[src/rtl/histogram_updater_pkg.sv]
`default_nettype none
// ============================================================================
// Module   : hist_pkg
// Brief    : Shared constants, state type and sample-to-bin mapping for the
//            histogram updater.
// Revision : 1.0 - initial release
// ============================================================================
package hist_pkg;

    localparam int SAMPLE_W = 8;
    localparam int ADDR_W   = 3;
    localparam int DATA_W   = 8;
    localparam int BINS     = 2 ** ADDR_W;

    typedef enum logic [2:0] {
        IDLE  = 3'd0,
        ACCUM = 3'd1,
        DRAIN = 3'd2,
        DUMP  = 3'd3,
        DONE  = 3'd4
    } state_t;

    // The bin is the top ADDR_W bits of the sample.
    function automatic logic [ADDR_W-1:0] bin_of(input logic [SAMPLE_W-1:0] sample);
        return sample[SAMPLE_W-1 -: ADDR_W];
    endfunction

endpackage
`default_nettype wire

[src/rtl/histogram_updater_if.sv]
`default_nettype none
// ============================================================================
// Module   : histogram_updater_if
// Brief    : Sample stream, histogram memory port and dump stream bundled
//            together. slave = updater view, master = environment view.
// Revision : 1.0 - initial release
// ============================================================================
interface histogram_updater_if;
    import hist_pkg::*;

    // sample stream
    logic                in_valid;
    logic                in_ready;
    logic [SAMPLE_W-1:0] in_data;
    logic                in_last;
    // histogram memory
    logic                mem_rdy;
    logic [ADDR_W-1:0]   mem_rd_add;
    logic [DATA_W-1:0]   mem_rd_data;
    logic                mem_wr;
    logic [ADDR_W-1:0]   mem_wr_add;
    logic [DATA_W-1:0]   mem_wr_data;
    // dump stream and status
    logic                out_valid;
    logic                out_ready;
    logic [ADDR_W-1:0]   out_bin;
    logic [DATA_W-1:0]   out_count;
    logic                out_last;
    logic                sat;
    logic                done;

    modport slave (
        input  in_valid, in_data, in_last, mem_rdy, mem_rd_data, out_ready,
        output in_ready, mem_rd_add, mem_wr, mem_wr_add, mem_wr_data,
               out_valid, out_bin, out_count, out_last, sat, done
    );

    modport master (
        output in_valid, in_data, in_last, mem_rdy, mem_rd_data, out_ready,
        input  in_ready, mem_rd_add, mem_wr, mem_wr_add, mem_wr_data,
               out_valid, out_bin, out_count, out_last, sat, done
    );

endinterface
`default_nettype wire

[src/rtl/histogram_updater_sat_inc.sv]
`default_nettype none
// ============================================================================
// Module   : hist_sat_inc
// Brief    : Combinational saturating +1 on a bin count, with a flag raised
//            when the input is already at the maximum count.
// Revision : 1.0 - initial release
// ============================================================================
module hist_sat_inc
    import hist_pkg::*;
(
    input  wire logic [DATA_W-1:0] i_count,
    output logic      [DATA_W-1:0] o_count,
    output logic                   o_ovf
);

    // All-ones input means the bin is full: hold it and flag the overflow.
    always_comb begin
        o_ovf   = &i_count;
        o_count = o_ovf ? i_count : i_count + 1'b1;
    end

endmodule
`default_nettype wire

[src/rtl/histogram_updater.sv]
`default_nettype none
// ============================================================================
// Module   : histogram_updater
// Brief    : Maps samples to bins and does a saturating read-modify-write
//            increment in the histogram memory; at end of frame drains the
//            pipeline and streams every bin count out.
//            Optional build macro HIST_UPDATER_CLEAR_ON_DUMP_EN: each dump
//            handshake also writes zero to the dumped bin.
// Revision : 1.0 - initial release
// ============================================================================
module histogram_updater
    import hist_pkg::*;
(
    input  wire logic          tb_clk,
    input  wire logic          rst,
    histogram_updater_if.slave bus
);

    state_t              r_state;
    state_t              w_next_state;
    logic                r_s1_valid;
    logic [ADDR_W-1:0]   r_s1_bin;
    logic [ADDR_W-1:0]   r_idx;
    logic                r_sat;

    logic                w_in_hs;
    logic                w_stage2;
    logic                w_dump;
    logic                w_out_hs;
    logic                w_last;
    logic [DATA_W-1:0]   w_inc;
    logic                w_ovf;

    hist_sat_inc u_sat_inc (
        .i_count (bus.mem_rd_data),
        .o_count (w_inc),
        .o_ovf   (w_ovf)
    );

    // Handshake and stage qualifiers; stage 2 is suppressed while the memory clears.
    always_comb begin
        w_in_hs  = bus.in_valid && (r_state == ACCUM) && bus.mem_rdy;
        w_stage2 = r_s1_valid && bus.mem_rdy;
        w_dump   = (r_state == DUMP);
        w_out_hs = w_dump && bus.out_ready;
        w_last   = w_dump && (r_idx == ADDR_W'(BINS - 1));
    end

    // State register.
    always_ff @(posedge tb_clk) begin
        if (rst) begin
            r_state <= IDLE;
        end else begin
            r_state <= w_next_state;
        end
    end

    // Next-state logic; losing mem_rdy always returns to IDLE.
    always_comb begin
        w_next_state = r_state;
        if (!bus.mem_rdy) begin
            w_next_state = IDLE;
        end else begin
            case (r_state)
                IDLE:    w_next_state = ACCUM;
                ACCUM:   if (w_in_hs && bus.in_last) w_next_state = DRAIN;
                DRAIN:   w_next_state = DUMP;
                DUMP:    if (w_out_hs && w_last) w_next_state = DONE;
                DONE:    w_next_state = ACCUM;
                default: w_next_state = IDLE;
            endcase
        end
    end

    // Stage-1 capture, dump index and sticky saturation flag.
    always_ff @(posedge tb_clk) begin
        if (rst) begin
            r_s1_valid <= 1'b0;
            r_s1_bin   <= '0;
            r_idx      <= '0;
            r_sat      <= 1'b0;
        end else begin
            r_s1_valid <= w_in_hs;
            if (w_in_hs) begin
                r_s1_bin <= bin_of(bus.in_data);
            end

            if (!bus.mem_rdy || r_state == DRAIN) begin
                r_idx <= '0;
            end else if (w_out_hs) begin
                r_idx <= r_idx + 1'b1;
            end

            if (!bus.mem_rdy || r_state == DONE) begin
                r_sat <= 1'b0;
            end else if (w_stage2 && w_ovf) begin
                r_sat <= 1'b1;
            end
        end
    end

    // Memory port: dump reads by index, otherwise stage 2 reads/writes s1_bin.
    always_comb begin
        bus.mem_rd_add  = '0;
        bus.mem_wr      = 1'b0;
        bus.mem_wr_add  = '0;
        bus.mem_wr_data = '0;
        if (w_dump) begin
            bus.mem_rd_add = r_idx;
        end else if (r_s1_valid) begin
            bus.mem_rd_add = r_s1_bin;
        end
        if (w_stage2) begin
            bus.mem_wr      = 1'b1;
            bus.mem_wr_add  = r_s1_bin;
            bus.mem_wr_data = w_inc;
        end
`ifdef HIST_UPDATER_CLEAR_ON_DUMP_EN
        else if (w_out_hs) begin
            // out_count already carries the pre-clear value this cycle.
            bus.mem_wr      = 1'b1;
            bus.mem_wr_add  = r_idx;
            bus.mem_wr_data = '0;
        end
`else
`endif
    end

    // Stream and status outputs.
    always_comb begin
        bus.in_ready  = (r_state == ACCUM) && bus.mem_rdy;
        bus.out_valid = w_dump;
        bus.out_bin   = w_dump ? r_idx : '0;
        bus.out_count = w_dump ? bus.mem_rd_data : '0;
        bus.out_last  = w_last;
        bus.sat       = r_sat;
        bus.done      = (r_state == DONE);
    end

endmodule
`default_nettype wire

[src/flat_wrapper.sv]
// flat-port wrapper written by rule: the top's interface ports become plain ports
module histogram_updater_flat import hist_pkg::*;
  (tb_clk, rst, bus_in_valid, bus_in_data, bus_in_last, bus_mem_rdy, bus_mem_rd_data, bus_out_ready, bus_in_ready, bus_mem_rd_add, bus_mem_wr, bus_mem_wr_add, bus_mem_wr_data, bus_out_valid, bus_out_bin, bus_out_count, bus_out_last, bus_sat, bus_done);
  histogram_updater_if bus_i ();
  input  wire logic tb_clk;
  input  wire logic rst;
  input wire logic [$bits(bus_i.in_valid)-1:0] bus_in_valid;
  input wire logic [$bits(bus_i.in_data)-1:0] bus_in_data;
  input wire logic [$bits(bus_i.in_last)-1:0] bus_in_last;
  input wire logic [$bits(bus_i.mem_rdy)-1:0] bus_mem_rdy;
  input wire logic [$bits(bus_i.mem_rd_data)-1:0] bus_mem_rd_data;
  input wire logic [$bits(bus_i.out_ready)-1:0] bus_out_ready;
  output wire logic [$bits(bus_i.in_ready)-1:0] bus_in_ready;
  output wire logic [$bits(bus_i.mem_rd_add)-1:0] bus_mem_rd_add;
  output wire logic [$bits(bus_i.mem_wr)-1:0] bus_mem_wr;
  output wire logic [$bits(bus_i.mem_wr_add)-1:0] bus_mem_wr_add;
  output wire logic [$bits(bus_i.mem_wr_data)-1:0] bus_mem_wr_data;
  output wire logic [$bits(bus_i.out_valid)-1:0] bus_out_valid;
  output wire logic [$bits(bus_i.out_bin)-1:0] bus_out_bin;
  output wire logic [$bits(bus_i.out_count)-1:0] bus_out_count;
  output wire logic [$bits(bus_i.out_last)-1:0] bus_out_last;
  output wire logic [$bits(bus_i.sat)-1:0] bus_sat;
  output wire logic [$bits(bus_i.done)-1:0] bus_done;
  assign bus_i.in_valid = bus_in_valid;
  assign bus_i.in_data = bus_in_data;
  assign bus_i.in_last = bus_in_last;
  assign bus_i.mem_rdy = bus_mem_rdy;
  assign bus_i.mem_rd_data = bus_mem_rd_data;
  assign bus_i.out_ready = bus_out_ready;
  assign bus_in_ready = bus_i.in_ready;
  assign bus_mem_rd_add = bus_i.mem_rd_add;
  assign bus_mem_wr = bus_i.mem_wr;
  assign bus_mem_wr_add = bus_i.mem_wr_add;
  assign bus_mem_wr_data = bus_i.mem_wr_data;
  assign bus_out_valid = bus_i.out_valid;
  assign bus_out_bin = bus_i.out_bin;
  assign bus_out_count = bus_i.out_count;
  assign bus_out_last = bus_i.out_last;
  assign bus_sat = bus_i.sat;
  assign bus_done = bus_i.done;
  histogram_updater u_core (.tb_clk(tb_clk), .rst(rst), .bus(bus_i));
endmodule
[config.mk]
export PLATFORM = sky130hd
export DESIGN_NAME = histogram_updater_flat
export DESIGN_NICKNAME = d
export VERILOG_FILES = /design/src/rtl/histogram_updater_pkg.sv /design/src/rtl/histogram_updater_if.sv /design/src/rtl/histogram_updater_sat_inc.sv /design/src/rtl/histogram_updater.sv /design/src/flat_wrapper.sv
export SDC_FILE = /design/constraint.sdc
export NUM_CORES = 1
export LEC_CHECK = 0
export CORE_MARGIN = 5
export CORE_UTILIZATION = 37
export DETAILED_ROUTE_END_ITERATION = 12
export PLACE_DENSITY_LB_ADDON = 0.08
export SETUP_SLACK_MARGIN = 0.02
export SLEW_MARGIN = 0
export SYNTH_ARGS = -nofsm -noshare
export SYNTH_HDL_FRONTEND = slang
export SYNTH_HIERARCHICAL = 1
export SYNTH_SLANG_ARGS = --single-unit
[constraint.sdc]
create_clock -name tb_clk -period 2.75 [get_ports tb_clk]
set_clock_uncertainty 0.15 [all_clocks]
set_input_delay 0.55 -clock tb_clk [delete_from_list [all_inputs] [get_ports tb_clk]]
set_output_delay 0.55 -clock tb_clk [all_outputs]
set_load 0.005 [all_outputs]
==> summary.log, run 1 <==
[timing] count of pins over their slew limit 0
[grt] maximum number of pins on one net before global-route repair 17
[synthesis] synthesized flop and latch total 11
[pwr] standby leakage power 0.000717 µW
[clocking] worst-case clock buffer depth 2
[synthesis] most used flip-flop cell after synthesis sky130_fd_sc_hd__dfxtp_1
[synthesis] mean instance size in the synthesized netlist 7.96 µm²
[routing] total vias in the final route 1028
[floorplan] Starting Density 37.7%
[timing] Relative slew margins 77.1%
[critical_path] Worst setup EP type primary output
[routing] Via-to-Cell Ratio 5.17
[timing] hold violation count in the final report 0
[grt] global routing usage summed across all routing layers 15.9%
[floorplan] width of the die 59.8 µm
[critical_path] Top Family by Delay on Critical Path simple AND/OR/NAND/NOR gates
[critical_path] type of the worst setup path primary input to primary output
[pwr] Pwr Total 359 µW
[clocking] insertion delay of the later-clocked pin in the worst-skew pair 0.26 ns
[synthesis] count of unique library cells instantiated by Yosys 33
[critical_path] list of cells traversed by the critical path dlygate4sd2_1, and3_4, and4_4, mux2_4, and3_1, dlygate4sd2_1
[pwr] highest ir drop seen on vdd 0.297 mV
[timing] final number of setup-violating endpoints 0
[floorplan] I/O Pins 53
[place] Final Wtd Congestion 0.819
[critical_path] worst stage delay on the critical path 0.29 ns
[synthesis] synthesized netlist net count 140
[synthesis] sequential-to-total area share from yosys stat 24.0%
[timing] period utilization 95.9%
[synthesis] cell area after synthesis 916 µm²
[routing] routed wire length per instance 13.5 µm
[synthesis] post-synthesis async set-or-reset flop share 0%
[timing] Setup Total Neg Slack 0 ns
[timing] unrepaired setup endpoints after global routing no
[timing] PnR worst setup slack 0.112 ns
[routing] violation count after the first detailed-route iteration 39
[synthesis] cell accounting for the most synthesized area sky130_fd_sc_hd__dfxtp_1
[synthesis] Adder-Cell Fraction of Synth Area 4.10%
[routing] final routed DRC violation total 0
[clocking] hold-fix buffer count after cts 0
[place] HPWL after detailed placement 2.11 mm
[layout] area occupied by multi-input gates 657 µm²
[timing] maximum clock frequency 379 MHz
[pwr] power density over cell area 241 nW/µm²
[synthesis] Synth Warn # 6
[grt] global route overflow 0
[synthesis] number of enable flip-flop cells after synthesis 0
[layout] number of nets at the end of the flow 195
[clocking] TritonCTS clock tree built
[synthesis] area share of xor/xnor cells in the synthesized design 1.91%
[routing] post-route ant nets 0
[layout] fraction of layout cells with a size suffix above 1 16.6%
[clocking] maximum level of the CTS H-tree 1
[routing] final WL 2.69 mm
[flow_run] max-cap viol count 0
[layout] Reg area 220 µm²
[timing] actual transition at the worst max-transition pin 0.343 ns
[grt] global-route wire length before repair 4.49 mm
[clocking] CTS clock-pin slew for the worst setup and hold paths 0.07 ns
[clocking] TritonCTS buffer count 3
[critical_path] Buf/Inv on CP 2
[synthesis] cell types with the highest counts after synthesis sky130_fd_sc_hd__and2_1 (15), sky130_fd_sc_hd__and3_1 (15), sky130_fd_sc_hd__dfxtp_1 (11), sky130_fd_sc_hd__a21oi_1 (9), sky130_fd_sc_hd__nand2b_1 (7)
[critical_path] highest fanout seen on the critical path 4
[clocking] CTS Sinks 11
[critical_path] Most Frequent Cell on Critical Path sky130_fd_sc_hd__dlygate4sd2_1
[critical_path] element type at the critical path start primary input
[critical_path] data arrival time at the worst-slack endpoint 1.94 ns
[floorplan] area of the placeable core 2430 µm²
[grt] number of global-route vias before repair 1006
[critical_path] slowest stage cell, crit path sky130_fd_sc_hd__mux2_4
[synthesis] post-synthesis compound-gate area fraction 12.0%
[synthesis] main combinational cell family by area after synthesis simple AND/OR/NAND/NOR gates
[critical_path] required time of the worst setup path 2.05 ns
[hold_path] Hold WC Path Type register to register
[clocking] Clock Tree Root sky130_fd_sc_hd__clkbuf_4
[run_status] run status completed
[layout] Final Cell Area 1490 µm²
[layout] relative area change from synthesis to final layout 63.0%
[layout] Layout Utilization 61.4%
[place] I/O Buffers 47
[synthesis] post-synthesis instance total 115
[layout] Fillers 236
[routing] DR pass1 iterations 4
[floorplan] site row count 18
[synthesis] Post-Synth Simple-Gate Area 45.4%
[synthesis] largest cells by area after synthesis sky130_fd_sc_hd__dfxtp_1 (24%), sky130_fd_sc_hd__and2_1 (10%), sky130_fd_sc_hd__and3_1 (10%)
[place] instance area at placement 1460 µm²
[synthesis] share of synthesized area spent on multiplexers 6.01%
[synthesis] share of Yosys cell area claimed by the top area cell type 24.0%
[grt] number of antenna violations at the first check in global routing 0
[timing] crit path time final 2.64 ns
[layout] diode count 0
[floorplan] Die ar. 3570 µm²
[floorplan] y dimension of the die 59.8 µm
[place] placement-stage worst setup slack -0.500 ns
-- kinds of logic (layout without fill, tap and decap cells) --
family,Yosys count,in the layout
AOI/OAI and AO/OA,18,18
xor gates and xnor gates,2,2
adders and majority gates,3,3
buffers and inverters,9,63
DFF,11,11
muxes,5,5
and+or+nand+nor,67,67
-- stage by stage --
step	hold slack (ns)	std cells
floorplan	0.298	115
global placement	0.313	194
detailed placement	0.326	194
CTS	0.336	199
global route	0.381	199
finish	0.337	199
-- per-layer routing --
| layer | wire [µm] | track usage (%) | up-vias |
|---|---|---|---|
| met1 | 1160 | 19.6 | 483 |
| met3 | 207 | 1.94 | 0 |
| li1 | - | - | 514 |
| met2 | 1330 | 28.7 | 31 |
| met4 | 0 | 4.43 | 0 |
| met5 | 0 | 0 | - |
-- flip-flops by register name (all words and copies together), names as in the netlist --
signal / flops
u_core/r_state: 3
u_core/r_s1_valid: 1
u_core/r_idx: 3
u_core/r_s1_bin: 3
u_core/bus.sat: 1
-- worst paths after layout --
check	from	endpoint	slack, ns	cells past startpoint
setup / recovery	bus_mem_rd_data[5]	bus_mem_wr_data[1]	0.11	6
hold / removal	u_core/r_idx[2]	u_core/r_idx[2]	0.34	2
setup reg to reg	u_core/r_state[0]	u_core/r_s1_bin[2]	1.15	3
hold reg to reg	u_core/r_idx[2]	u_core/r_idx[2]	0.34	2
-- repair_timing --
action	in CTS	in global routing
setup buffers	1	0
endpoints found under the setup margin	8	13
pin swaps	7	2
gates resized for setup	24	7
endpoints found under the hold margin	0	0
-- report_power, final --
part           internal (µW)  leakage (µW)  switching [µW]  total (µW)
clock                   56.1     0.0000150            55.5         112
sequential               162     0.0000890            3.95         166
combinational           48.9      0.000613            33.4        82.3
-- cells in the final DEF (no fill, tap or decap), types with 3 or more instances in the layout --
cell / instances
sky130_fd_sc_hd__buf_4: 11
sky130_fd_sc_hd__and2_1: 14
sky130_fd_sc_hd__dlygate4sd2_1: 10
sky130_fd_sc_hd__and3_1: 14
sky130_fd_sc_hd__dfxtp_1: 11
sky130_fd_sc_hd__mux2i_1: 4
sky130_fd_sc_hd__a21oi_1: 9
sky130_fd_sc_hd__nand3_1: 6
sky130_fd_sc_hd__a21o_1: 3
sky130_fd_sc_hd__nor2_1: 6
sky130_fd_sc_hd__a31oi_1: 4
sky130_fd_sc_hd__nand2b_1: 7
sky130_fd_sc_hd__clkbuf_4: 3
sky130_fd_sc_hd__nand2_1: 3
sky130_fd_sc_hd__clkdlybuf4s50_1: 31
-- tightest hold or removal path: cells and delay by family (launching register included) --
| kind | cells | cell delay [ns] |
|---|---|---|
| AND/OR/NAND/NOR | 1 | 0.06 |
| AO/OA/AOI/OAI | 1 | 0.05 |
| flip-flops | 1 | 0.33 |
-- final cells by class --
cell class | count | area share, %
Multi-Input combinational cell | 95 | 44.0
Timing Repair Buffer | 59 | 37.0
Sequential cell | 11 | 14.8
Tap cell | 30 | 2.51
Clock buffer | 4 | 1.76
No activity file was read; power rests on OpenSTA's default activity.
==> run 2: changes to the inputs <==
CAP_MARGIN = 25   (was default)
==> results of run 2 <==
Same layout as run 1: the final DEF is identical, and so are final timing and power.
